**src/rtl/cordic_dir_relay.sv**
```systemverilog
`default_nettype none
// ============================================================================
// Module   : cordic_dir_relay
// Purpose  : Captures the per-iteration direction bits of a vectoring CORDIC,
//            queues each complete angle word, and replays a queued word bit by
//            bit into a rotation CORDIC together with its start pulse.
// Revision : 1.0 - initial release
// ============================================================================
module cordic_dir_relay #(
  parameter int CORDIC_NUM = 14,
  parameter int AW         = 2
) (
  input  logic          clk,
  input  logic          rst_n,
  input  logic          vec_start_i,
  input  logic          vec_d_i,
  input  logic          rot_req_i,
  input  logic          rot_pop_i,
  output logic          rot_start_o,
  output logic          rot_d_o,
  output logic          rot_busy_o,
  output logic          empty_o,
  output logic          full_o,
  output logic [AW:0]   count_o,
  output logic          ovf_o,
  output logic          cap_err_o
);

  localparam int DEPTH = 1 << AW;
  localparam int CNTW  = AW + 1;
  localparam int CW    = (CORDIC_NUM > 1) ? $clog2(CORDIC_NUM) : 1;
  localparam logic [CW-1:0]   LAST_IDX = CW'(CORDIC_NUM - 1);
  localparam logic [CNTW-1:0] FULL_CNT = CNTW'(DEPTH);

  typedef enum logic [0:0] {CIDLE = 1'b0, CAP = 1'b1} cap_state_e;
  typedef enum logic [1:0] {RIDLE = 2'd0, RUN = 2'd1, GAP = 2'd2} rep_state_e;

  // Capture side
  cap_state_e            cap_state_q, cap_state_d;
  logic [CW-1:0]         cap_cnt_q, cap_cnt_d;
  logic [CORDIC_NUM-1:0] shreg_q, shreg_d;
  logic                  cap_err_q, cap_err_d;
  logic                  push_req;

  // Replay side
  rep_state_e            rep_state_q, rep_state_d;
  logic [CW-1:0]         rep_cnt_q, rep_cnt_d;
  logic                  pop_flag_q, pop_flag_d;
  logic                  pop_commit;

  // Angle FIFO
  logic [CORDIC_NUM-1:0] mem_q [DEPTH];
  logic [AW-1:0]         rptr_q, rptr_d;
  logic [AW-1:0]         wptr_q, wptr_d;
  logic [CNTW-1:0]       count_q, count_d;
  logic                  ovf_q, ovf_d;
  logic                  fifo_empty;
  logic                  fifo_full;
  logic                  push_ok;
  logic [CORDIC_NUM-1:0] head;

  assign fifo_empty = (count_q == '0);
  assign fifo_full  = (count_q == FULL_CNT);
  assign head       = mem_q[rptr_q];

  // Capture FSM: collect one d bit per iteration cycle; the final bit is
  // merged combinationally so the word can be pushed in its last cycle.
  always_comb begin
    cap_state_d = cap_state_q;
    cap_cnt_d   = cap_cnt_q;
    shreg_d     = shreg_q;
    cap_err_d   = cap_err_q;
    push_req    = 1'b0;
    case (cap_state_q)
      CIDLE: begin
        if (vec_start_i) begin
          cap_state_d = CAP;
          cap_cnt_d   = '0;
        end
      end
      CAP: begin
        shreg_d[cap_cnt_q] = vec_d_i;
        cap_cnt_d          = cap_cnt_q + CW'(1);
        if (vec_start_i) begin
          cap_err_d = 1'b1;
        end
        if (cap_cnt_q == LAST_IDX) begin
          push_req    = 1'b1;
          cap_state_d = CIDLE;
          cap_cnt_d   = '0;
        end
      end
      default: cap_state_d = CIDLE;
    endcase
  end

  // Replay FSM: start pulse in RIDLE, one head bit per RUN cycle, then a
  // single GAP cycle covering the rotation CORDIC's scaling cycle.
  always_comb begin
    rep_state_d = rep_state_q;
    rep_cnt_d   = rep_cnt_q;
    pop_flag_d  = pop_flag_q;
    rot_start_o = 1'b0;
    rot_d_o     = 1'b0;
    pop_commit  = 1'b0;
    case (rep_state_q)
      RIDLE: begin
        if (rot_req_i && !fifo_empty) begin
          rot_start_o = 1'b1;
          pop_flag_d  = rot_pop_i;
          rep_state_d = RUN;
          rep_cnt_d   = '0;
        end
      end
      RUN: begin
        rot_d_o   = head[rep_cnt_q];
        rep_cnt_d = rep_cnt_q + CW'(1);
        if (rep_cnt_q == LAST_IDX) begin
          rep_state_d = GAP;
          rep_cnt_d   = '0;
          pop_commit  = pop_flag_q;
        end
      end
      GAP: begin
        rep_state_d = RIDLE;
      end
      default: rep_state_d = RIDLE;
    endcase
  end

  // FIFO bookkeeping: a pop committing in the same cycle frees the slot a
  // full FIFO would otherwise refuse.
  always_comb begin
    push_ok = push_req && (!fifo_full || pop_commit);
    wptr_d  = push_ok    ? (wptr_q + AW'(1)) : wptr_q;
    rptr_d  = pop_commit ? (rptr_q + AW'(1)) : rptr_q;
    count_d = count_q;
    case ({push_ok, pop_commit})
      2'b10:   count_d = count_q + CNTW'(1);
      2'b01:   count_d = count_q - CNTW'(1);
      default: count_d = count_q;
    endcase
    ovf_d = ovf_q || (push_req && !push_ok);
  end

  // Word storage; contents are only read while non-empty so no reset needed.
  always_ff @(posedge clk) begin
    if (push_ok) begin
      mem_q[wptr_q] <= shreg_d;
    end
  end

  // State registers with asynchronous reset abort any capture or replay.
  always_ff @(posedge clk or negedge rst_n) begin
    if (!rst_n) begin
      cap_state_q <= CIDLE;
      cap_cnt_q   <= '0;
      shreg_q     <= '0;
      cap_err_q   <= 1'b0;
      rep_state_q <= RIDLE;
      rep_cnt_q   <= '0;
      pop_flag_q  <= 1'b0;
      rptr_q      <= '0;
      wptr_q      <= '0;
      count_q     <= '0;
      ovf_q       <= 1'b0;
    end else begin
      cap_state_q <= cap_state_d;
      cap_cnt_q   <= cap_cnt_d;
      shreg_q     <= shreg_d;
      cap_err_q   <= cap_err_d;
      rep_state_q <= rep_state_d;
      rep_cnt_q   <= rep_cnt_d;
      pop_flag_q  <= pop_flag_d;
      rptr_q      <= rptr_d;
      wptr_q      <= wptr_d;
      count_q     <= count_d;
      ovf_q       <= ovf_d;
    end
  end

  assign rot_busy_o = (rep_state_q == RUN) || (rep_state_q == GAP);
  assign empty_o    = fifo_empty;
  assign full_o     = fifo_full;
  assign count_o    = count_q;
  assign ovf_o      = ovf_q;
  assign cap_err_o  = cap_err_q;

endmodule
`default_nettype wire

```
**config.mk**
```make
export PLATFORM = sky130hd
export DESIGN_NAME = cordic_dir_relay
export DESIGN_NICKNAME = d
export VERILOG_FILES = /design/src/rtl/cordic_dir_relay.sv
export SDC_FILE = /design/constraint.sdc
export NUM_CORES = 1
export LEC_CHECK = 0
export BUFFER_PORTS_ARGS = -buffer_cell sky130_fd_sc_hd__buf_2
export CAP_MARGIN = 25
export CORE_MARGIN = 4
export CORE_UTILIZATION = 35
export CTS_BUF_LIST = sky130_fd_sc_hd__clkbuf_8
export DETAILED_ROUTE_END_ITERATION = 6
export SYNTH_ARGS = -nofsm -noshare
export SYNTH_HDL_FRONTEND = slang
export SYNTH_SLANG_ARGS = --single-unit
```
**constraint.sdc**
```tcl
create_clock -name clk -period 2.6 [get_ports clk]
set_input_delay 0.78 -clock clk [delete_from_list [all_inputs] [get_ports clk]]
set_output_delay 0.78 -clock clk [all_outputs]
set_load 0.02 [all_outputs]
```
Word-level counts from Yosys, hierarchy flattened
Memory sizes are Yosys's and may differ from the RTL's.
Cells that the tools add are included.

operators by class
  $add $sub $neg = 6
  magnitude comparators = 3
  equality and inequality tests = 10
  mux-type cells = 28
  bitwise operators = 1
  reduce and logical (&&, ||, !) cells = 18

operator list
  cell                                                        count
  two-way mux 4 bit                                           4
  one-hot mux 4 bit (2 select lines)                          2
  bitwise mux 14 bit                                          1
  two-way mux 14 bit                                          1
  two-way mux 1 bit                                           13
  less-than comparator 4 x 5 -> 1 bit, second input constant  2
  adder 4 x 1 -> 4 bit, second input constant                 2
  == test 4 bit, second input constant                        2
  AND reduction 2 bit                                         4
  inequality test 2 bit, second input constant                3
  one-hot mux 3 bit (2 select lines)                          1
  adder 2 x 1 -> 2 bit, second input constant                 2
  binary-select mux 1 bit (select 4 bit)                      1
  demux 1 bit (select 4 bit)                                  1
  == test 2 x 1 -> 1 bit, second input constant               2
  == test 2 bit, second input constant                        2
  >= comparator 4 x 1 -> 1 bit, second input constant         1
  logical AND 1 bit                                           4
  two-way mux 2 bit                                           2
  one-hot mux 2 bit (2 select lines)                          1
  nonzero test 2 bit                                          2
  adder 3 x 1 -> 3 bit, second input constant                 1
  == test 3 bit, second input constant                        1
  logical NOT 1 bit                                           3
  6 further kinds                                             8

word-level totals
  register bits = 35
  memory bits (writable) = 56
  bits of input ports = 6
  output and inout bits = 10
  logic and storage cells = 78
  memories = 1

memory list
  name   depth  width  read ports  clocked after Yosys merged registers in  wr ports  RTL line  source
  mem_q  4      14     1           0                                        1         52        logic [CORDIC_NUM-1:0] mem_q [DEPTH];

Longest topological paths before layout
Gate-level depths: netlist (run 1).

  depth in word-level cells = 8
  mapped depth = 10
  depth with buffers taken out = 9

Worst setup path after synthesis (run 1)
No wires, ideal clock.

  path type = register -> output
  from = reg rptr_q[0]
  to = out rot_d_o
  arrival time = 1.736 ns
  required time = 1.820 ns
  slack = 0.084 ns
  cell stages (with the launch flop) = 7
  path buffers = 2
  cells stage by stage = dfrtp_1 buf_6 buf_8 mux2i_1 a211oi_1 a31oi_1 a221oi_1

between the ends
  word-level cells in the longest chain between the ends = 4

ends and longest elaborated chain
  item                                     RTL line  source
  start, declared                          53        logic [AW-1:0] rptr_q, rptr_d;
  start signal, assigned                   175       rptr_q <= rptr_d;
  memory (4 x 14 bit)                      n/a
  binary-select mux 1 bit (select 4 bit)   116       rot_d_o = head[rep_cnt_q];
  two-way mux 1 bit (implied by the code)  116
  two-way mux 1 bit                        106       case (rep_state_q)
  end, declared                            20        output logic rot_d_o,

Every way passes these cells. The select of a mux whose other input is x is not followed.

Worst setup path after layout (run 1)
Same ends and word-level chain as after synthesis.

==> results of run 1 <==
-- cell type report --
class                   count  area, sq um  share of cell area (%)
repair buffers             28          249                    5.41
multi-input cells         156         1350                    29.4
clock inverters             7         97.6                    2.12
clock buffers               9          124                    2.69
inverters                  12         45.0                   0.979
well taps                 140          175                    3.81
flip-flops and latches     91         2560                    55.6
-- worst min-delay path by stage --
stage	end	slack (ns)
finish	shreg_q[4]$_DFF_PN0_	0.36
global route	shreg_q[4]$_DFF_PN0_	0.36
CTS	shreg_q[5]$_DFF_PN0_	0.35
detailed placement	cap_err_o$_DFFE_PN0P_	0.44
global placement	cap_err_o$_DFFE_PN0P_	0.44
floorplan	cap_cnt_q[0]$_DFFE_PN0P_	0.48
-- through the flow --
stage / hold slack [ns] / total power [W] / area, sq um / util, % / instances
floorplan: 0.482 / 0.00291 / 3990 / - / 271
global placement: 0.436 / 0.00323 / 4340 / 39.5 / 427
detailed placement: 0.439 / 0.00326 / 4340 / 39.5 / 427
CTS: 0.353 / 0.00435 / 4600 / 41.9 / 443
global route: 0.361 / 0.00457 / 4600 / 41.9 / 443
finish: 0.363 / 0.00430 / 4600 / 41.9 / 443
-- sequential cells by signal (all words and copies together), names as in the netlist --
signal,count
cap_state_q,1
rptr_q,2
count_o,3
cap_cnt_q,4
pop_flag_q,1
cap_err_o,1
rep_state_q,2
mem_q,56
ovf_o,1
shreg_q,14
wptr_q,2
rep_cnt_q,4
-- layer usage --
layer / track usage (%) / wire (um) / part of all wire (%) / up-vias
li1: - / - / - / 1066
met1: 15.7 / 3370 / 45 / 1120
met2: 20.9 / 3670 / 49 / 43
met3: 4.16 / 334 / 4.5 / 8
met4: 3.76 / 128 / 1.7 / 0
met5: 0 / 0 / 0 / -
-- timing repair --
item,in CTS,in global routing
gates cloned,0,0
pin swaps,7,1
resized for setup,14,1
endpoints found under the setup margin,1,1
hold buffers,0,0
-- cells by family (layout without fill, tap and decap cells) --
| kind of cell | Yosys count | count (layout) | share of synthesized area [%] |
|---|---|---|---|
| AOI/OAI and AO/OA | 41 | 41 | 7.27 |
| xor gates and xnor gates | 5 | 5 | 1.10 |
| muxes | 36 | 36 | 13.3 |
| adders and majority gates | 9 | 9 | 3.01 |
| DFF | 91 | 91 | 64.0 |
| and+or+nand+nor | 65 | 65 | 8.52 |
| buffers and inverters | 24 | 56 | 2.82 |
-- synth_stat cells (all sizes together) (5+ instances only) --
cell    number
edfxtp      56
dfrtp       35
mux2        17
nor2        14
nand2       13
inv         12
o21ai       11
mux4        10
mux2i        9
ha           8
and2         7
clkbuf       7
nor2b        6
and3         5
buf          5
nand2b       5
-- power breakdown --
group / switching [W] / internal [W] / leakage, nW
registers: 0.000213 / 0.00193 / 0.938
clock network: 0.000507 / 0.000549 / 0.115
logic: 0.000655 / 0.000453 / 0.649
total: 0.00138 / 0.00293 / 1.70
-- cell usage in the layout, fill, tap and decap left out, types with 7 or more instances in the layout --
master,instances
edfxtp_1,56
ha_1,8
clkbuf_8,9
nand2_1,13
inv_1,11
and2_1,7
dfrtp_1,34
mux4_2,7
buf_2,14
nor2_1,14
mux2i_1,9
o21ai_0,9
mux2_2,15
==> results.yml, run 1 <==
worst_hold_path:
  hp-class: "input port to asynchronous set/reset pin"
sta:
  layout_min_cycle_time_ns: 2.87
  drv_slew: 0
  fin_crit_sh_pct: 110
  setup_tns_ns: -0.268
  worst_slack_ns: -0.268
  rsz0062_at_grt: "yes"
  hold_violations: 0
  tightest_slew_ns: 0.539
  fin_skew_ns: 0.0112
  setup_viol: 1
  fmax_ghz: 0.349
  max_slew_margin_pct: 64.0
floorplan:
  fp.dieArea_sq_um: 13200
  rows: 38
  die_w_um: 115
  coreArea_sq_um: 11000
  start_util_pct: 36.4
  boundaryPins: 16
  die_y_um: 115
yosys:
  async_reset_ff_share_pct: 38.5
  synth_area_sq_um: 3990
  syn_inst: 271
  avgSynthCellArea_sq_um: 14.7
  synth_flop_cell: "edfxtp_1"
  synth_top_area_cell: "edfxtp_1"
  syn-num-nets: 286
  synth_cell_types: 50
  synth_top_cell_area_share_pct: 42.1
  synth_edf_count: 56
  ys_ff_latch: 91
  ys_warn_count: 0
  ys_top_cells_by_area: "edfxtp_1 42%, dfrtp_1 22%, mux2_2 4.2%"
  yosysSeqAreaShare_pct: 64.0
run_status:
  status: "complete, but fails checks"
  violations: "negative setup slack"
cts:
  htreeDepth: 3
  cts_tree: "yes"
  post_cts.repair.setup_buffers: 0
  cts-buffers-inserted: 9
  clock-sinks: 91
  clk_latency_ns: 0.36
  clockBufferDepth: 2
  clockRootBuffer: "clkbuf_8"
  path_clk_slew_ns: 0.09
global_routing:
  grt_pass1_wl_um: 12500
  gr-usage-all-layers_pct: 12.6
  overflow: 0
  grt_start_max_net_pins: 20
  first_global_vias: 2379
  grt_antenna_before_repair: 0
placement:
  dp_worst_setup_slack_ns: 0.0192
  hpwl_um: 5130
  port_buffers: 15
  gp_congestion: 0.765
setup_path:
  endpoint_kind: "primary output"
  path_depth: 6
  crit_path_start: "rptr_q[0]$_DFFE_PN0P_"
  crit_chain: "buf_6 > mux4_2 > a221oi_2 > a22o_1 > a221oi_2 > buf_4"
  crit_path_top_delay_cell: "mux4_2"
  crit_fanout: 6
  cpMostUsedCell: "a221oi_2"
  cpPeakStageDelay_ns: 0.51
  worstPathRequired_ns: 1.82
  crit_path_end: "rot_d_o"
  worstRegToRegCells: 5
  r2r_start: "cap_state_q$_DFF_PN0_"
  worstPathArrival_ns: 2.09
  regToRegEndpoint: "mem_q[0][3]$_DFFE_PP_"
  cp_top_family: "compound AO/OA/AOI/OAI gates"
  start_kind: "flip-flop"
  reg2reg_setup_slack_ns: 0.39
  path_class: "flip-flop to primary output"
  crit_buf_inv: 2
layout:
  finalNetCount: 313
  drive_gt1_share_pct: 25.1
  areaGrowthSynthToFinish_pct: 15.2
  final.fill_count: 999
  diodes: 0
drt:
  dr.pass1.iters: 4
  ant_nets: 0
  routed_wl_um: 7500
  viasPerCell: 5.05
  vias: 2237
  drcViolationCount: 0
  wire_per_inst_um: 16.9
  drtIter0Drc: 123
power:
  ir_drop_mv: 0.457
  p_leak_nw: 1.70
  p_per_area_nw_per_um2: 935
run:
  cap_violations: 0
No activity file was read; power rests on OpenSTA's default activity.
==> run 2: changes to the inputs <==
--- a/config.mk
+++ b/config.mk
@@ -7,7 +7,6 @@
 export LEC_CHECK = 0
 export BUFFER_PORTS_ARGS = -buffer_cell sky130_fd_sc_hd__buf_2
 export CAP_MARGIN = 25
-export CORE_MARGIN = 4
 export CORE_UTILIZATION = 35
 export CTS_BUF_LIST = sky130_fd_sc_hd__clkbuf_8
 export DETAILED_ROUTE_END_ITERATION = 6
==> run 2 against run 1 <==
  * The run still ends with negative setup slack left
  * Global-route usage increased by 1.6 points
  * Largest cell class unchanged
  * Flip-flop and latch count unchanged
  * Wire length increased by 1.5%
  * Via count decreased by 0.76%
  * Critical path type unchanged
==> results.yml, run 2 (synthesized netlist as in run 1, its figures left out) <==
sta:
  worst_slack_ns: -0.359
  fin_crit_sh_pct: 114
  fmax_ghz: 0.338
  setup_tns_ns: -0.359
  hold_violations: 0
  tightest_slew_ns: 0.608
  max_slew_margin_pct: 59.4
  setup_viol: 1
  layout_min_cycle_time_ns: 2.96
  rsz0062_at_grt: "yes"
  drv_slew: 0
  fin_skew_ns: 0.00557
layout:
  final_core_util_pct: 42.4
  layout_common_cells: "56 x edfxtp_1, 35 x dfrtp_1, 15 x mux2_2"
  final.fill_count: 974
  largest_register: "mem_q"
  drive_gt1_share_pct: 26.3
  biggestRegsByFlops: "mem_q x56, shreg_q x14"
  diodes: 0
  multi_input_area_sq_um: 1370
  areaGrowthSynthToFinish_pct: 16.6
  largest_reg_flops: 56
  finalNetCount: 318
  layout_commonest_cell: "edfxtp_1"
  final-seq-area_sq_um: 2560
power:
  p_per_area_nw_per_um2: 939
  p_leak_nw: 1.73
  switchingPower_w: 0.00142
  power_frac_comb_pct: 27.3
  power_frac_clock_pct: 24.5
  internal-power_w: 0.00295
  sequentialPowerShare_pct: 48.2
  ir_drop_mv: 0.497
  switching_share_pct: 32.4
setup_path:
  regToRegEndpoint: "mem_q[1][5]$_DFFE_PP_"
  path_class: "flip-flop to primary output"
  crit_path_end: "rot_d_o"
  worstRegToRegCells: 7
  endpoint_kind: "primary output"
  r2r_start: "rep_cnt_q[0]$_DFFE_PN0P_"
  worstPathRequired_ns: 1.82
  worstPathArrival_ns: 2.18
  crit_path_start: "rptr_q[0]$_DFFE_PN0P_"
  start_kind: "flip-flop"
  crit_fanout: 6
  reg2reg_setup_slack_ns: 0.35
global_routing:
  overflow: 0
  first_global_vias: 2258
  grt_antenna_before_repair: 0
  grt_start_max_net_pins: 17
  grt_pass1_wl_um: 12000
  gr-usage-all-layers_pct: 14.2
cts:
  htreeDepth: 3
  holdBufCountCts: 0
  cts_tree: "yes"
  cts-buffers-inserted: 9
  clock-sinks: 91
  clockRootBuffer: "clkbuf_8"
  clk_latency_ns: 0.36
  clockBufferDepth: 2
  path_clk_slew_ns: 0.09
placement:
  dp_worst_setup_slack_ns: 0.0106
  hpwl_um: 5150
  port_buffers: 15
  gp_congestion: 0.826
drt:
  drtIter0Drc: 112
  routed_wl_um: 7610
  drcViolationCount: 0
  viasPerCell: 4.96
  ant_nets: 0
  vias: 2220
  dr.pass1.iters: 5
  wire_per_inst_um: 17.0
floorplan:
  fp.dieArea_sq_um: 11800
  coreArea_sq_um: 11000
  die_w_um: 109
  rows: 38
  boundaryPins: 16
  die_y_um: 109
  start_util_pct: 36.4
worst_hold_path:
  hp-class: "input port to asynchronous set/reset pin"
run_status:
  violations: "negative setup slack"
  status: "complete, but fails checks"
run:
  cap_violations: 0
run 2: cell types whose count changed in the layout (fill, tap and decap cells not counted), sizes merged:
| cell | previous run | this run |
|---|---|---|
| buf | 28 | 33 |
| clkinvlp | 0 | 1 |
| clkinv | 2 | 1 |
run 2: worst min path at each step:
stage / slack, ns / end / cells past startpoint / startpoint
final: 0.33 / shreg_q[6]$_DFF_PN0_ / 1 / rst_n
after global routing: 0.32 / shreg_q[6]$_DFF_PN0_ / 1 / rst_n
after CTS: 0.32 / shreg_q[6]$_DFF_PN0_ / 1 / rst_n
after detailed placement: 0.45 / cap_err_o$_DFFE_PN0P_ / 1 / cap_err_o$_DFFE_PN0P_
after global placement: 0.43 / cap_err_o$_DFFE_PN0P_ / 1 / cap_err_o$_DFFE_PN0P_
after floorplan: 0.48 / cap_cnt_q[0]$_DFFE_PN0P_ / 0 / rst_n
run 2: stage by stage:
step           std cells  hold slack (ns)  area, sq um  total power (W)
6_report             448            0.326         4660          0.00437
5_1_grt              448            0.321         4660          0.00464
4_1_cts              448            0.317         4640          0.00440
3_5_place_dp         431            0.445         4370          0.00330
3_3_place_gp         431            0.434         4370          0.00326
2_1_floorplan        271            0.482         3990          0.00291
run 2: power by group through the flow:
stage	logic, W	registers (W)	clock network (W)
after CTS	0.00118	0.00211	0.00111
final	0.00119	0.00211	0.00107
after detailed placement	0.00116	0.00214	0
after global placement	0.00113	0.00213	0
after floorplan	0.000837	0.00207	0
after global routing	0.00133	0.00215	0.00117
run 2: critical path, stage by stage (launching register included):
cell	delay, ns
dfrtp_1	0.40
buf_6	0.15
mux4_2	0.50
and3_4	0.19
a311oi_2	0.27
a221oi_2	0.13
buf_4	0.17
run 2: per-layer routing:
metal / GRT usage (%) / part of all wire (%)
met3: 5.08 / 3.1
met4: 5.41 / 1.8
met1: 17.0 / 45
met5: 0 / 0
met2: 23.4 / 50
run 2: timing repair:
| item | 4_1_cts | 5_1_grt |
|---|---|---|
| pin swaps | 8 | 1 |
| setup endpoints to repair | 1 | 1 |
| setup buffers | 1 | 0 |
| gates resized for setup | 12 | 4 |
| endpoints found under the hold margin | 0 | 0 |
run 2: area by class of cell:
class                           count  share of cell area (%)
Clock buffer                        9                    2.66
Clock inverter                      7                    2.12
Inverter                           12                   0.967
Multi-Input combinational cell    156                    29.4
Sequential cell                    91                    54.9
Tap cell                          140                    3.76
Timing Repair Buffer               33                    6.23
==> run 3: changes to the inputs <==
--- a/config.mk
+++ b/config.mk
@@ -5,6 +5,7 @@
 export SDC_FILE = /design/constraint.sdc
 export NUM_CORES = 1
 export LEC_CHECK = 0
+export ABC_AREA = 1
 export BUFFER_PORTS_ARGS = -buffer_cell sky130_fd_sc_hd__buf_2
 export CAP_MARGIN = 25
 export CORE_UTILIZATION = 35
==> run 3 against run 2 <==
  * The flow finishes with violations (design-rule violations, negative setup slack)
  * Critical path depth is 8 higher
  * Die area up 4.0%
  * Core utilization fell by 0.74 points
  * Register-to-register slack got worse by 0.05 ns
  * Synthesized area rose by 4.1%
  * Sequential power is essentially flat
  * Count of clock-buffer cells in the layout did not move
==> results.yml, run 3 <==
placement:
  port_buffers: 15
  hpwl_um: 5620
  gp_congestion: 0.847
  placed_cells: 593
  dpl_cell_area_sq_um: 4470
layout:
  stdcell_count: 615
  finalNetCount: 482
  diodes: 0
  stdcell_area_sq_um: 4800
  layout_common_cells: "109 x nand2_1, 78 x inv_1, 56 x edfxtp_1"
  largest_register: "mem_q"
  biggestRegsByFlops: "mem_q x56, shreg_q x14"
  largest_reg_flops: 56
  final_core_util_pct: 41.7
  drive_gt1_share_pct: 15.7
  areaGrowthSynthToFinish_pct: 15.5
  layout_commonest_cell: "nand2_1"
yosys:
  avgSynthCellArea_sq_um: 9.58
  synth_area_sq_um: 4160
  yosysMostFrequentCell: "nand2_1"
  ys_warn_count: 0
  ys_ff_latch: 91
  ys_top_cells_by_area: "edfxtp_1 40%, dfrtp_1 21%, nand2_1 10%"
  synth_cell_types: 28
  syn_inst: 434
  synth_top_cell_area_share_pct: 40.5
  synth_top_area_cell: "edfxtp_1"
  async_reset_ff_share_pct: 38.5
  syn-num-nets: 449
  yosysSeqAreaShare_pct: 61.5
  synth_edf_count: 56
  synth_flop_cell: "edfxtp_1"
  synthTopCellsByCount: "113 x nand2_1, 77 x inv_1, 56 x edfxtp_1, 41 x nand3_1, 40 x nor2_1"
floorplan:
  boundaryPins: 16
  die_w_um: 111
  die_y_um: 111
  start_util_pct: 36.1
  fp.dieArea_sq_um: 12300
  coreArea_sq_um: 11500
  rows: 39
power:
  p_per_area_nw_per_um2: 872
  p_leak_nw: 2.20
  ir_drop_mv: 0.538
  fin_total_pwr_w: 0.00419
drt:
  drcViolationCount: 4
  viasPerCell: 4.60
  vias: 2826
  ant_nets: 0
  wire_per_inst_um: 13.4
  drtIter0Drc: 130
  routed_wl_um: 8210
  dr.pass1.iters: 6
global_routing:
  grt_pass1_wl_um: 13600
  grt_start_max_net_pins: 36
  grt_antenna_before_repair: 0
  overflow: 0
  gr-usage-all-layers_pct: 14.4
  first_global_vias: 2729
cts:
  clockRootBuffer: "clkbuf_8"
  clock-sinks: 91
  holdBufCountCts: 0
  path_clk_slew_ns: 0.09
  htreeDepth: 3
  clockBufferDepth: 2
  clk_latency_ns: 0.36
  cts-buffers-inserted: 9
  cts_tree: "yes"
run_status:
  status: "complete, but fails checks"
  violations: "design-rule violations, negative setup slack"
sta:
  layout_min_cycle_time_ns: 2.70
  fin_skew_ns: 0.0123
  fin_crit_sh_pct: 104
  drv_slew: 0
  fmax_ghz: 0.370
  hold_violations: 0
  worst_slack_ns: -0.0991
  max_slew_margin_pct: 44.1
  setup_viol: 1
  holdWs_ns: 0.464
  tightest_slew_ns: 0.838
  rsz0062_at_grt: "yes"
setup_path:
  reg2reg_setup_slack_ns: 0.30
  path_class: "flip-flop to primary output"
  cpPeakStageDelay_ns: 0.47
  start_kind: "flip-flop"
  r2r_start: "rep_cnt_q[1]$_DFFE_PN0P_"
  endpoint_kind: "primary output"
  crit_path_top_delay_cell: "dfrtp_2"
  regToRegEndpoint: "count_o[2]$_DFFE_PN0P_"
  worstPathRequired_ns: 1.82
  cpMostUsedCell: "nand2_1"
  crit_buf_inv: 4
  crit_chain: "clkinv_4 > clkbuf_16 > nand2_2 > nand3_2 > nand2_2 > nand2_1 > nand2_1 > inv_1 > nand2_1 > nand2_1 > nand2_1 > nand2_1 > nor2_1 > buf_4"
  crit_fanout: 7
  worstRegToRegCells: 11
  worstPathArrival_ns: 1.92
  cp_top_family: "simple AND/OR/NAND/NOR gates"
worst_hold_path:
  holdPathEnd: "cap_err_o$_DFFE_PN0P_"
  holdPathStages: 1
  hp-class: "flip-flop to flip-flop"
  min_from: "cap_err_o$_DFFE_PN0P_"
run:
  cap_violations: 0
-- run 3: changes by cell type in the layout (fill, tap and decap cells not counted), moves of 6 or more --
cell / change
nand2_1: +96
nand3_2: +12
nor2_1: +26
mux4_2: -6
inv_1: +67
and2_1: -7
nand3_1: +25
nor2b_1: -6
a21oi_1: +8
mux2_2: -15
-- run 3: per-layer routing --
metal  up-vias  wire [um]  track usage (%)
met1      1318       3830             19.2
met5         -          0                0
met2        60       3890             22.8
li1       1438          -                -
met3        10        404             3.83
met4         0         87             4.47
-- run 3: what timing repair did --
item	4_1_cts	5_1_grt
gates resized for setup	10	15
cloned	0	2
buffers inserted	1	3
pin swaps	2	6
setup endpoints to repair	1	1
-- run 3: logic make-up after synthesis --
kind of cell,after synthesis,synth area share [%]
flops,91,61.5
compound gates,29,4.18
mux,7,1.69
xor+xnor,4,0.843
fa+ha+maj,9,2.89
simple gates,205,20.4
buf+inv,89,8.49
-- run 3: metrics by stage --
step	worst slack, ns	TNS [ns]
after CTS	-0.0454	-0.0454
final	-0.0991	-0.0991
after global placement	0.272	0
after floorplan	0.364	0
after detailed placement	0.241	0
after global routing	-0.201	-0.201
-- run 3: how the worst max path moves through the flow --
stage | startpoint | endpoint | slack (ns) | cells past startpoint
after floorplan | rep_cnt_q[1]$_DFFE_PN0P_ | mem_q[0][0]$_DFFE_PP_ | 0.36 | 8
after global placement | rptr_q[0]$_DFFE_PN0P_ | rot_d_o | 0.27 | 14
after detailed placement | rptr_q[0]$_DFFE_PN0P_ | rot_d_o | 0.24 | 14
after CTS | rptr_q[0]$_DFFE_PN0P_ | rot_d_o | -0.05 | 14
after global routing | rptr_q[0]$_DFFE_PN0P_ | rot_d_o | -0.20 | 14
final | rptr_q[0]$_DFFE_PN0P_ | rot_d_o | -0.1 | 14
-- run 3: area by class of cell --
class / instances / area [sq um]
inverter: 79 / 302
clock inverter: 7 / 46.3
multi-input combinational: 254 / 1320
clock buffer: 9 / 124
sequential: 91 / 2560
fill: 1081 / 6720
timing repair inverter: 1 / 5.00
tap: 143 / 179
timing repair buffer: 31 / 268
-- run 3: where the power goes --
group / total [W] / leakage (nW) / internal, W / switching (W)
sequential: 0.00211 / 0.916 / 0.00196 / 0.000152
clock: 0.000826 / 0.0864 / 0.000343 / 0.000483
combinational: 0.00125 / 1.20 / 0.000382 / 0.000867
total: 0.00419 / 2.20 / 0.00268 / 0.00150
